<file path="src/rtl/riscv_pkg.sv">
// Shared definitions for the instruction fetch stage.
//   fetch_state_e : fetch FSM encoding (BOOT / RUN / HALT)
//   fault_cause_e : codes reported on fault_cause
//   INSTR_BYTES   : PC increment per instruction
package riscv_pkg;

  typedef enum logic [1:0] {
    ST_BOOT = 2'd0,
    ST_RUN  = 2'd1,
    ST_HALT = 2'd2
  } fetch_state_e;

  typedef enum logic [1:0] {
    FC_NONE     = 2'b00,
    FC_MISALIGN = 2'b01,
    FC_RANGE    = 2'b10
  } fault_cause_e;

  localparam logic [31:0] INSTR_BYTES = 32'd4;

endpackage

</file>
<file path="src/rtl/instr_fetch_stage_ifid_reg.sv">
// IF/ID pipeline register with load / hold / flush.
// Ports:
//   clk, rst_n          : clock, async active-low reset
//   load                : capture src_pc / src_instr, set valid
//   flush               : clear valid (data fields keep their value)
//   src_pc, src_instr   : PC and ROM word of the instruction being fetched
//   valid, pc, pc_plus4, instr : registered outputs towards decode
// Neither load nor flush means hold.
module ifid_reg
  import riscv_pkg::*;
(
  input  logic        clk,
  input  logic        rst_n,
  input  logic        load,
  input  logic        flush,
  input  logic [31:0] src_pc,
  input  logic [31:0] src_instr,
  output logic        valid,
  output logic [31:0] pc,
  output logic [31:0] pc_plus4,
  output logic [31:0] instr
);

  always_ff @(posedge clk or negedge rst_n) begin
    if (!rst_n) begin
      valid    <= 1'b0;
      pc       <= '0;
      pc_plus4 <= '0;
      instr    <= '0;
    end else if (flush) begin
      valid <= 1'b0;
    end else if (load) begin
      valid    <= 1'b1;
      pc       <= src_pc;
      pc_plus4 <= src_pc + INSTR_BYTES;
      instr    <= src_instr;
    end
  end

endmodule

</file>
<file path="src/rtl/instr_fetch_stage.sv">
// IF stage: PC register, fetch FSM, fault capture and the IF/ID register.
// Optional performance counters are built only when the macro
// INSTR_FETCH_PERF_EN is defined; otherwise perf_* are tied to zero.
// Ports:
//   clk, rst_n                   : clock, async active-low reset
//   stall                        : hold PC and IF/ID
//   redirect_valid, redirect_pc  : taken branch/jump and its target
//   fetch_pc / instr_in          : ROM address out, ROM data back (same cycle)
//   ifid_valid, ifid_pc, ifid_pc_plus4, ifid_instr : IF/ID register
//   fault, fault_pc, fault_cause : sticky fetch fault report
//   perf_fetched, perf_stalls    : saturating event counters
//
// state | meaning
// BOOT  | single cycle after reset release, no fetch
// RUN   | normal fetch, redirect and stall handling
// HALT  | fault taken, frozen until reset
module instr_fetch_stage
  import riscv_pkg::*;
#(
  parameter logic [31:0] RESET_PC  = 32'h0000_0000,
  parameter int          MEM_WORDS = 32
) (
  input  logic        clk,
  input  logic        rst_n,
  input  logic        stall,
  input  logic        redirect_valid,
  input  logic [31:0] redirect_pc,
  output logic [31:0] fetch_pc,
  input  logic [31:0] instr_in,
  output logic        ifid_valid,
  output logic [31:0] ifid_pc,
  output logic [31:0] ifid_pc_plus4,
  output logic [31:0] ifid_instr,
  output logic        fault,
  output logic [31:0] fault_pc,
  output logic [1:0]  fault_cause,
  output logic [31:0] perf_fetched,
  output logic [31:0] perf_stalls
);

  fetch_state_e state_q, state_d;
  fault_cause_e cause_q, cause_d;
  logic [31:0]  pc_q, pc_d;
  logic [31:0]  fault_pc_q, fault_pc_d;
  logic         fault_q, fault_set;
  logic         load, flush, out_of_range;

  // Word index compare; 0xFFFF_FFFC is out of range, so pc + 4 never wraps into a fetch.
  assign out_of_range = (pc_q[31:2] >= 30'(MEM_WORDS));

  always_comb begin
    state_d    = state_q;
    pc_d       = pc_q;
    cause_d    = cause_q;
    fault_pc_d = fault_pc_q;
    fault_set  = 1'b0;
    load       = 1'b0;
    flush      = 1'b0;
    case (state_q)
      ST_BOOT: state_d = ST_RUN;
      ST_RUN: begin
        if (redirect_valid && (redirect_pc[1:0] != 2'b00)) begin
          state_d    = ST_HALT;
          fault_set  = 1'b1;
          cause_d    = FC_MISALIGN;
          fault_pc_d = redirect_pc;
          flush      = 1'b1;
        end else if (redirect_valid) begin
          pc_d  = redirect_pc;
          flush = 1'b1;
        end else if (out_of_range) begin
          state_d    = ST_HALT;
          fault_set  = 1'b1;
          cause_d    = FC_RANGE;
          fault_pc_d = pc_q;
          flush      = 1'b1;
        end else if (!stall) begin
          load = 1'b1;
          pc_d = pc_q + INSTR_BYTES;
        end
      end
      ST_HALT: ;
      default: state_d = ST_HALT;
    endcase
  end

  always_ff @(posedge clk or negedge rst_n) begin
    if (!rst_n) begin
      state_q    <= ST_BOOT;
      pc_q       <= RESET_PC;
      fault_q    <= 1'b0;
      cause_q    <= FC_NONE;
      fault_pc_q <= '0;
    end else begin
      state_q <= state_d;
      pc_q    <= pc_d;
      if (fault_set) begin
        fault_q    <= 1'b1;
        cause_q    <= cause_d;
        fault_pc_q <= fault_pc_d;
      end
    end
  end

  ifid_reg u_ifid_reg (
    .clk      (clk),
    .rst_n    (rst_n),
    .load     (load),
    .flush    (flush),
    .src_pc   (pc_q),
    .src_instr(instr_in),
    .valid    (ifid_valid),
    .pc       (ifid_pc),
    .pc_plus4 (ifid_pc_plus4),
    .instr    (ifid_instr)
  );

  assign fetch_pc    = pc_q;
  assign fault       = fault_q;
  assign fault_pc    = fault_pc_q;
  assign fault_cause = cause_q;

`ifdef INSTR_FETCH_PERF_EN
  logic [31:0] fetched_q, stalls_q;
  logic        stall_evt;

  assign stall_evt = (state_q == ST_RUN) && stall && !redirect_valid;

  always_ff @(posedge clk or negedge rst_n) begin
    if (!rst_n) begin
      fetched_q <= '0;
      stalls_q  <= '0;
    end else begin
      if (load && (fetched_q != 32'hFFFF_FFFF)) fetched_q <= fetched_q + 32'd1;
      if (stall_evt && (stalls_q != 32'hFFFF_FFFF)) stalls_q <= stalls_q + 32'd1;
    end
  end

  assign perf_fetched = fetched_q;
  assign perf_stalls  = stalls_q;
`else
  assign perf_fetched = '0;
  assign perf_stalls  = '0;
`endif

endmodule

</file>
<file path="config.mk">
export PLATFORM = sky130hd
export DESIGN_NAME = instr_fetch_stage
export DESIGN_NICKNAME = d
export VERILOG_FILES = /design/src/rtl/riscv_pkg.sv /design/src/rtl/instr_fetch_stage_ifid_reg.sv /design/src/rtl/instr_fetch_stage.sv
export SDC_FILE = /design/constraint.sdc
export NUM_CORES = 1
export LEC_CHECK = 0
export CAP_MARGIN = 20
export CORE_MARGIN = 2
export CORE_UTILIZATION = 40
export DETAILED_ROUTE_END_ITERATION = 10
export GPL_TIMING_DRIVEN = 1
export PLACE_DENSITY = 0.77
export SLEW_MARGIN = 20
export SYNTH_ARGS = -nofsm -noshare
export SYNTH_HDL_FRONTEND = slang
export SYNTH_SLANG_ARGS = --single-unit
</file>
<file path="constraint.sdc">
create_clock -name clk -period 4.4 [get_ports clk]
set_input_delay 1.32 -clock clk [delete_from_list [all_inputs] [get_ports clk]]
set_output_delay 1.32 -clock clk [all_outputs]
set_load 0.005 [all_outputs]
</file>
Yosys cells after proc, flatten, opt, wreduce, memory -nomap -nowiden
Cells that the tools add are included.

word-level totals
  register bits = 166
  output and inout port bits = 228
  bits of input ports = 68
  logic and storage cells = 55

cells by class
  $lt $le $gt $ge = 1
  add/subtract/negate cells = 1
  reduce and logical (&&, ||, !) cells = 9
  eq/ne operators = 7
  bitwise logic cells = 3
  muxes and demuxes = 25

operators by type and width
  cell                                                                                  number
  32-bit 2-to-1 mux                                                                     6
  32-bit by 3-bit adder with 32-bit output, second input constant                       1
  30-bit by 6-bit greater-or-equal comparator with 1-bit output, second input constant  1
  1-bit 2-to-1 mux                                                                      14
  2-bit 2-to-1 mux                                                                      4
  4-bit AND reduction                                                                   2
  3-bit inequality test, second input constant                                          2
  2-bit case mux with 3 select lines                                                    1
  2-bit nonzero test                                                                    3
  2-bit by 1-bit inequality test with 1-bit output, second input constant               2
  1-bit NOT                                                                             3
  3-bit AND reduction                                                                   1
  2-bit by 1-bit == test with 1-bit output, second input constant                       1
  2-bit == test, second input constant                                                  1
  2-bit logical NOT                                                                     1
  2-bit inequality test, second input constant                                          1
  2-bit AND reduction                                                                   1
  1-bit logical AND                                                                     1

Longest topological paths before layout
  depth after elaboration = 7
  gate-level depth with buffers = 9
  gate-level depth less buffers = 5

Cells and area by module
Synthesis repeated with hierarchy kept, for this count alone.

second synthesis, totals
  cell total of the unflattened synthesis = 861
  area total of the unflattened synthesis = 8045.2 µm²

modules (own cells, without submodules)
  module             times used  area each (µm²)  cells an instance  seq. area each (µm²)
  ifid_reg           1           4177.8           475                2377.3
  instr_fetch_stage  1           3867.5           386                1726.7

Least setup slack after synthesis
OpenSTA, ideal clock, no wires.

  kind = input -> register
  start = input port redirect_valid
  end = register u_ifid_reg.pc[2]
  required time = 4.283 ns
  buffers on the path = 4
  stages = 9
  arrival time = 2.859 ns
  setup time = 0.117 ns
  setup slack = 1.425 ns
  cell sequence = clkbuf_1 > nor2_1 > nand4_2 > or4_4 > buf_6 > buf_8 > buf_8 > nand2_1 > nand2_1

between the ends
  word-level cells in the longest chain between the ends = 5
  elaborated cells between the ends (all ways) = 9
  those cells by class = mux: 6; bitwise: 1; reduce/logical: 2

ends and longest elaborated chain
  what                                                   RTL line                                          source
  start, declared                                        instr_fetch_stage.sv:26                           input logic redirect_valid,
  1-bit 2-to-1 mux or 1-bit logical AND (tied branches)  instr_fetch_stage.sv:68, instr_fetch_stage.sv:62
  1-bit 2-to-1 mux                                       instr_fetch_stage.sv:62                           if (redirect_valid && (redirect_pc[1:0] != 2'b00)) begin
  1-bit 2-to-1 mux                                       instr_fetch_stage.sv:59                           case (state_q)
  1-bit NOT (no line)                                    -
  2-bit AND reduction (no line) *                        -
  end signal, assigned                                   instr_fetch_stage_ifid_reg.sv:34                  pc <= src_pc;
  end, declared                                          instr_fetch_stage_ifid_reg.sv:19                  output logic [31:0] pc,

Every way passes the cells marked *; elsewhere a longest branch is shown, timed or not.
A chain may end at the register's enable or synchronous reset.

Final worst setup path
  start = input port redirect_valid
  end = register u_ifid_reg.pc[16]

Same word-level chain as after synthesis.

==> run_results.csv <==
group,metric,value,unit
run_status,status,"complete, no violations",
finish,multi_input_area,2540,µm²
flow_run,drv_cap,0,
power_and_ir_drop,swShare,24.9,%
grt,antenna_found_initial,0,
critical_path,cp-start-kind,"input pin",
critical_path,max_stage_delay,940,ps
clock_network,clock_latency,420,ps
detailed_routing,drt_iter0_markers,296,
floorplanning,die_x,137,µm
worst_hold_path,min_from,"u_ifid_reg.instr[17]",
worst_hold_path,hold_class,"flop to flop",
synth,syn_area,7120,µm²
clock_network,cts_setup_buffers,0,
synth,async_reset_ff_share,100,%
finish,diodes,0,
synth,netlist_top_cells_count,"nand2_1, dfrtp_1, buf_4, and2_1, o21ai_0",
finish,area_delta_synth_final,41.1,%
synth,yosysWarnings,0,
floorplanning,die_h,137,µm
synth,ys_top_cells_by_area,"dfrtp_1, nand2_1, buf_4",
critical_path,crit_chain,"clkdlybuf4s50_1 -> nor2_1 -> nand4_2 -> or4_4 -> buf_4 -> and2_1",
finish,postLayoutCellArea,10000,µm²
critical_path,critPathMaxFanout,84,
finish,drive_gt1_share,6.55,%
clock_network,cts_buffers,17,
detailed_routing,drc,0,
grt,grt_max_degree,85,
floorplanning,die_area,18900,µm²
power_and_ir_drop,clkPwrFrac,40.8,%
synth,synth_top_area_share,57.7,%
power_and_ir_drop,vdd_drop_max,252,µV
clock_network,max-clock-path-buffers,2,
sta,fin_tns_setup,0,ps
grt,grt_pass1_vias,5241,
synth,netlist_instances,695,
placement,place.gp.congestion,0.764,
clock_network,cts_hold_buffers,0,
sta,period_share,76.7,%
clock_network,htreeDepth,4,
detailed_routing,antenna_left,0,
worst_hold_path,hold_path_depth,2,
clock_network,cts_tree,"yes",
sta,holdWs,467,ps
worst_hold_path,min_to,"u_ifid_reg.instr[17]",
clock_network,cts_resized,0,
detailed_routing,via_per_inst,4.73,
detailed_routing,wl_met3,1360,µm
detailed_routing,via_count,5467,
synth,yosysMostFrequentCell,"nand2_1",
finish,regArea,4100,µm²
detailed_routing,wl_met2,8620,µm
clock_network,cts-root-buf,"clkbuf_16",
critical_path,arrival,3690,ps
detailed_routing,routedWlPerCell,15.5,µm
power_and_ir_drop,leakage,4.80,nW
synth,synth_ff_type,"dfrtp_1",
critical_path,rr_endpoint,"u_ifid_reg.pc[16]",
synth,synth_top_area_cell,"dfrtp_1",
sta,grt_setup_unrepaired,"false",
synth,seq_area_frac_synth,57.7,%
finish,fill_cells,1487,
synth,synth.ff_latch_count,164,
sta,period_needed,3380,ps
clock_network,clkSlewWorstSetupHoldPaths,70,ps
power_and_ir_drop,netSwitchingPower,1.05,mW
detailed_routing,wirelength,17900,µm
floorplanning,start_util,41.0,%
placement,place_hpwl,12500,µm
critical_path,required,4710,ps
synth,syn_avg_cell_area,10.2,µm²
synth,synth_edf_count,0,
power_and_ir_drop,p_int,3.18,mW
floorplanning,core_area,17400,µm²
sta,finalSetupViolations,0,
critical_path,worstSetupPathType,"input pin to flop",
critical_path,end_kind,"flop",
critical_path,slowest_stage,"or4_4",
grt,grt_use_total,19.2,%
synth,synth_cell_types,48,
detailed_routing,drt-met1-wl,7690,µm
floorplanning,io_pins,296,
detailed_routing,first_pass_iters,5,
placement,place_area,9350,µm²
detailed_routing,top_layer,"met4",
sta,worst_clock_skew,9.44,ps
clock_network,clock_sinks,164,
floorplanning,num_rows,48,
sta,slew_violations,0,
critical_path,r2r-start,"fetch_pc[29]",
sta,slew_headroom,46.8,%
sta,fmaxAchievable,0.296,GHz
power_and_ir_drop,p_seq_share,42.4,%
sta,hold_viol_final,0,
power_and_ir_drop,comb_power_share,16.8,%
critical_path,r2r_slack,1700,ps
sta,tightest_slew,798,ps
placement,port_buffers,231,
grt,grt_overflow_total,0,
power_and_ir_drop,power_density,422,nW/µm²
grt,grt_pass1_wl,28100,µm
finish,fin_nets,988,
critical_path,reg2reg_depth,5,
[flip-flops by register name (all words and copies together) (netlist names)]
name and cells:
fault 1, fault_cause 2, fault_pc 32, fetch_pc 32, state_q 2, u_ifid_reg.instr 32, u_ifid_reg.pc 32, u_ifid_reg.pc_plus4 30
u_ifid_reg.valid 1
[metal layers]
| layer | vias up | track usage (%) |
|---|---|---|
| met2 | 190 | 30.2 |
| met5 | - | 0 |
| met4 | 0 | 6.19 |
| met3 | 19 | 5.59 |
| li1 | 2589 | - |
| met1 | 2669 | 25.6 |
[cells in the final DEF (no fill, tap or decap), drive strengths merged, types with 2 or more instances in the layout]
cell / instances
a21boi: 3
a21oi: 5
a22oi: 2
and2: 51
buf: 12
bufinv: 6
clkbuf: 17
clkdlybuf4s50: 230
clkinv: 3
conb: 64
dfrtp: 164
ha: 2
inv: 10
mux2i: 32
nand2: 204
nand2b: 3
nand3: 13
nand4: 3
nor2: 16
nor3: 2
nor4: 6
o21ai: 48
o221a: 5
o22a: 2
o22ai: 4
o2bb2ai: 4
o31ai: 3
or4: 2
xnor2: 2
xor2: 2
[metrics by stage]
| stage | total power, mW | util, % | setup slack, ps | std cells |
|---|---|---|---|---|
| 3_5_place_dp | 2.55 | 53.9 | 608 | 1124 |
| 3_3_place_gp | 2.52 | 53.9 | 674 | 1124 |
| 6_report | 4.24 | 57.8 | 1020 | 1156 |
| 4_1_cts | 4.29 | 57.8 | 1040 | 1156 |
| 5_1_grt | 4.43 | 57.8 | 875 | 1156 |
| 2_1_floorplan | 2.08 | - | 1420 | 758 |
[how the worst max path moves through the flow]
stage | from | endpoint | slack [ps] | cells after the start
after floorplan | redirect_valid | u_ifid_reg.pc[2] | 1420 | 9
after global placement | redirect_valid | u_ifid_reg.pc[16] | 670 | 6
after detailed placement | redirect_valid | u_ifid_reg.pc[16] | 610 | 6
after CTS | redirect_valid | u_ifid_reg.pc[16] | 1040 | 6
after global routing | redirect_valid | u_ifid_reg.pc[16] | 880 | 6
final | redirect_valid | u_ifid_reg.pc[16] | 1020 | 6
[worst max-delay path, delay by kind of cell]
kind                   cells  cell delay (ps)
and+or+nand+nor            4             1580
buffers and inverters      2              750
[power by group through the flow]
stage | registers (mW) | logic (mW) | clock network [mW]
6_report | 1.80 | 0.713 | 1.73
2_1_floorplan | 1.82 | 0.259 | 0
4_1_cts | 1.80 | 0.724 | 1.76
5_1_grt | 1.82 | 0.788 | 1.82
3_5_place_dp | 1.83 | 0.721 | 0
3_3_place_gp | 1.82 | 0.704 | 0
[cell type report]
class,count,share of cell area (%)
Sequential cell,164,40.9
Multi-Input combinational cell,489,25.3
Timing Repair Buffer,242,24.0
Clock buffer,17,4.24
Tap cell,225,2.80
Clock inverter,15,2.60
Inverter,4,0.150
[cells by family (layout without fill, tap and decap cells)]
kind of cell    count (synthesis)  in the layout  synth area share, %
fa+ha+maj                       2              2                0.352
compound gates                 82             82                 7.12
mux                            33             33                 4.66
buf+inv                       105            278                 10.2
other cells                     1             64               0.0527
simple gates                  304            304                 19.5
flops                         164            164                 57.7
xor+xnor                        4              4                0.492
No activity file was read; power rests on OpenSTA's default activity.
==> edit 1 (config.mk and constraints unchanged) <==
Build with the macro `INSTR_FETCH_PERF_EN` defined.
--- a/src/rtl/instr_fetch_stage.sv
+++ b/src/rtl/instr_fetch_stage.sv
@@ -15,4 +15,6 @@
 // RUN   | normal fetch, redirect and stall handling
 // HALT  | fault taken, frozen until reset
+`define INSTR_FETCH_PERF_EN
+
 module instr_fetch_stage
   import riscv_pkg::*;
Behaviour: not the same (Yosys sat finds a counterexample within 4 cycles, from zero or initial values and one cycle with rst_n low).
==> edit 1 against the unedited design <==
Final area rose by 39%. Routed wire length up 60%. Sequential cell count up 64. Setup slack better by 0.14 ns. Total power increased by 29%. Synthesized area grew 36%. Via count up 49%.
==> edit 1: results (changes against the unedited design) <==
Outcome
  • Outcome: finished clean

Drt
  • Met1 WL: 12,120 um (+58%)
  • Wire length on met2: 13,270 um (+54%)
  • Metal3 WL: 2762 um (+100%)
  • Drt first-iter violations: 706 (+140%)

Finish
  • Fraction of area in multi-input gates: 26.21% (+0.87 points)
  • Multi-input comb cells: 592 (+21%)
  • Final-layout clock-cell area share: 6.373% (-0.47 points)
  • Bufs w/o clock: 308 (+27%)
  • Clock buffer count in the final layout: 34 (+17)
  • Nets: 1,268 (+28%)
  • Buffering overhead: 22.45% (-1.5 points)

Worst hold path
  • Hold path start: u_ifid_reg.instr[24]
  • Hold path endpoint: u_ifid_reg.instr[24]

STA
  • Period utilization: 73.52% (-3.2 points)

Critical path
  • CP peak stage delay: 0.47 ns (-0.47 ns)
  • Crit Reg-Reg Endpoint: perf_fetched[1]
  • CP max FO: 58 (-31%)
  • Critical path arrival: 3.64 ns (-0.05 ns)

Logic synthesis
  • Yosys cell types: 58 (+21%)
  • Synth Area in Compound Gates: 7.800% (+0.68 points)
  • Post-Synth XOR/XNOR Area: 5.523% (+5.0 points)
  • Adder-cell share of the synthesized area: 0.5174% (+0.17 points)
  • Mux cell area share after synthesis: 1.242% (-3.4 points)
  • Commonest cells in the synthesized netlist: dfrtp_1 (228), nand2_1 (156), and2_1 (53), nand3_1 (47), xnor2_1 (43)

Power and ir drop
  • Peak supply drop: 268.2 uV (+6.3%)
  • Leak pwr: 6.347 nW (+32%)
  • Pint: 0.004131 W (+30%)

Clocking
  • Latest clock arrival within the worst-skew pair: 0.51 ns (+0.09 ns)
  • Max clock buf depth: 3 (+1)
  • TritonCTS Buffers: 25 (+8)
  • Total clock sinks: 228 (+39%)

Global routing
  • Grt met2 use: 35.18% (+5.0 points)
  • Met3 usage: 6.694% (+1.1 points)
  • Global-route wire length before repair: 45,510 um (+62%)
  • Number of global-route vias before repair: 7,885 (+50%)
  • Largest net degree at the start of global routing: 114 (+34%)
  • Global routing usage on met1: 29.94% (+4.3 points)

Place
  • PortBufs: 295 (+28%)
  • Final HPWL DP: 19,940 um (+60%)
-- edit 1: changes by cell type after synthesis, sizes merged, moves of 30 or more --
cell / delta
nand3: +34
nand4: +32
inv: +38
buf: -70
nand2: -48
a222oi: +30
xnor2: +41
dfrtp: +64
-- edit 1: power by group through the flow --
stage               Sequential [W]  Combinational [W]  Clock, W
finish                     0.00244           0.000796   0.00224
CTS                        0.00245           0.000811   0.00229
detailed placement         0.00248           0.000806         0
floorplan                  0.00245           0.000216         0
global route               0.00247           0.000874   0.00237
global placement           0.00248           0.000794         0
-- edit 1: stage by stage --
step / power [W] / instances / hold slack, ns / instance area, um^2
4_1_cts: 0.005546 / 1532 / 0.4692 / 13890
3_3_place_gp: 0.003272 / 1487 / 0.4481 / 13010
3_5_place_dp: 0.003283 / 1487 / 0.4566 / 13010
2_1_floorplan: 0.002663 / 907 / 0.4590 / 9673
5_1_grt: 0.005718 / 1533 / 0.4871 / 13920
6_report: 0.005478 / 1533 / 0.4638 / 13920
==> edit 2 (same flow settings) <==
Without the edit above. Put one more register stage on the output `fault_pc`, cleared by the reset. The value now appears one clock later. The other outputs are not delayed to match.
--- a/src/rtl/instr_fetch_stage.sv
+++ b/src/rtl/instr_fetch_stage.sv
@@ -118,5 +118,11 @@
   assign fetch_pc    = pc_q;
   assign fault       = fault_q;
-  assign fault_pc    = fault_pc_q;
+  always_ff @(posedge clk or negedge rst_n) begin
+    if (!rst_n) begin
+      fault_pc <= '0;
+    end else begin
+      fault_pc <= fault_pc_q;
+    end
+  end
   assign fault_cause = cause_q;
 
Function: changed (Yosys sat finds a counterexample within 4 cycles, from zero or initial values and one cycle with rst_n low).
==> edit 2 against the unedited design <==
Total power up 8.8%. Global-route usage down 1.4 points. Sequential share of layout area rose by 3.8 points. Final area grew 9.4%. Routed wire length rose by 3.9%. Critical endpoint is now fault_pc_q[13]. Setup slack better by 0.15 ns. Sequential cell count is 32 higher. Synthesized area increased by 12%.
==> edit 2: results (changes against the unedited design) <==
Clocking
  • Post-CTS sizing: 0 (unchanged)
  • Setup Buffers After CTS: 0 (unchanged)
  • H-tree depth: 4 (unchanged)
  • Clock root buffer: clkbuf_16
  • Max clock buf depth: 2 (unchanged)
  • Latest clock arrival within the worst-skew pair: between 0.4 and 0.5 ns
  • TritonCTS Buffers: 17 (unchanged)
  • Clk pin slew, worst setup/hold paths: about 0.080 ns

Global routing
  • Global-route wire length before repair: 29,820 um (+6.0%)
  • Initial antenna violation count: 1 (+1)
  • Largest net degree at the start of global routing: 78 (-8.2%)
  • GRT Util Overall: 17.85% (-1.4 points)

Worst hold path
  • Worst min path class: reg -> reg

Critical path
  • CP max FO: 26 (-69%)
  • Internal reg-to-reg setup slack: 1.58 ns (-0.12 ns)
  • Worst r2r src: fetch_pc[28]
  • Cells on worst reg2reg path: 5 (unchanged)
  • Crit path from: redirect_valid
  • Worst setup endpoint: fault_pc_q[13]
  • Critical path arrival: 3.54 ns (-0.15 ns)

Power and ir drop
  • Peak supply drop: 260.4 uV (+3.2%)
  • Leak pwr: 5.184 nW (+7.9%)

STA
  • Worst-case clock skew: 0.01253 ns (+0.003099 ns)
  • Slew HR: 36.96% (-9.8 points)

Logic synthesis
  • Most area-consuming cells after synthesis: dfrtp_1 (61%), mux2_2 (11%), buf_4 (6.8%)
  • Fraction of registers with async set/reset: 100.0% (unchanged)
  • Commonest cells in the synthesized netlist: dfrtp_1 (196), mux2_2 (78), buf_4 (72), nand2_1 (58), nor2b_1 (50)
  • Synth Warn #: 0 (unchanged)
  • Yosys cell types: 43 (-10%)
  • Sequential cell area fraction in the yosys report: 61.43% (+3.8 points)

Finish
  • Fraction of layout cells with a size suffix above 1: 15.55% (+9.0 points)
  • Nets: 906 (-8.3%)
  • Fillers: 1,656 (+11%)

Place
  • PortBufs: 231 (unchanged)
  • Final HPWL DP: 13,500 um (+8.0%)
  • Placer Congestion: 0.7537 (-1.3%)

Drt
  • Drt first-iter violations: 183 (-38%)
  • Final WL: 18,620 um (+3.9%)
  • Pre-Repair DR Iteration Count: 4 (-1)
  • Via count: 5,189 (-5.1%)

Outcome
  • Outcome: finished clean
## edit 2: changes by cell type after synthesis, sizes merged, moves of 5 or more
cell    unedited run  this run
mux2i             32         4
nor2              16         8
nor2b              1        50
o211ai             0         9
dfrtp            164       196
and2              51         2
clkbuf            19        12
nand3             13         4
o221a              5         0
o21ai             48        13
nand2            204        58
mux2               1       107
## edit 2: power breakdown
part | internal (W) | switching [W]
combinational | 0.000494 | 0.000300
sequential | 0.00208 | 0.000151
clock | 0.000789 | 0.000801
total | 0.00336 | 0.00125
## edit 2: worst min path at each step
stage	startpoint	depth (start not counted)	slack [ns]	end
floorplan	fault_pc_q[16]	0	0.35	fault_pc[16]
global placement	fault_pc_q[23]	0	0.36	fault_pc[23]
detailed placement	fault_pc_q[26]	0	0.36	fault_pc[26]
CTS	fault_pc_q[26]	0	0.37	fault_pc[26]
global route	fault_pc_q[21]	0	0.38	fault_pc[21]
finish	fault_pc_q[4]	0	0.37	fault_pc[4]
## edit 2: cell type report
class	instances	share of cell area [%]
Clock inverter	15	1.811
Antenna cell	1	0.02278
Inverter	6	0.2050
Clock buffer	17	3.873
Sequential cell	196	44.65
Timing Repair Buffer	243	22.25
Tap cell	265	3.019
Multi-Input combinational cell	372	24.17
## edit 2: routing by layer
metal,global-route usage (%),part of all wire [%],vias to the layer above
met1,22.81,42,2580
li1,-,-,2390
met3,7.138,8.5,15
met5,0,0,-
met4,4.363,0.96,0
met2,28.53,48,204
## edit 2: stage by stage
stage	area, um^2	worst slack [ns]	hold WS [ns]	std cells
floorplan	8220	1.676	0.3486	668
global placement	10360	0.7362	0.3580	1082
detailed placement	10360	0.7039	0.3566	1082
CTS	10980	1.172	0.3750	1114
global route	10980	1.103	0.3841	1115
finish	10980	1.170	0.3732	1115
## edit 2: kinds of logic (layout without fill, tap and decap cells)
family / count (synthesis) / count (layout) / synth area share (%)
AO/OA/AOI/OAI: 45 / 45 / 3.855
flip-flops: 196 / 196 / 61.43
AND/OR/NAND/NOR: 146 / 146 / 9.842
adder cells (fa/ha/maj): 2 / 2 / 0.3134
multiplexers: 111 / 111 / 15.59
XOR/XNOR: 4 / 4 / 0.4389
other: 1 / 65 / 0.04697
buffers and inverters: 100 / 281 / 8.478
## edit 2: worst max-delay path: stages
cell and delay (ns):
clkdlybuf4s50_1 0.48, buf_4 0.29, or3b_4 0.46, o211ai_4 0.33, buf_4 0.30, mux2_1 0.34
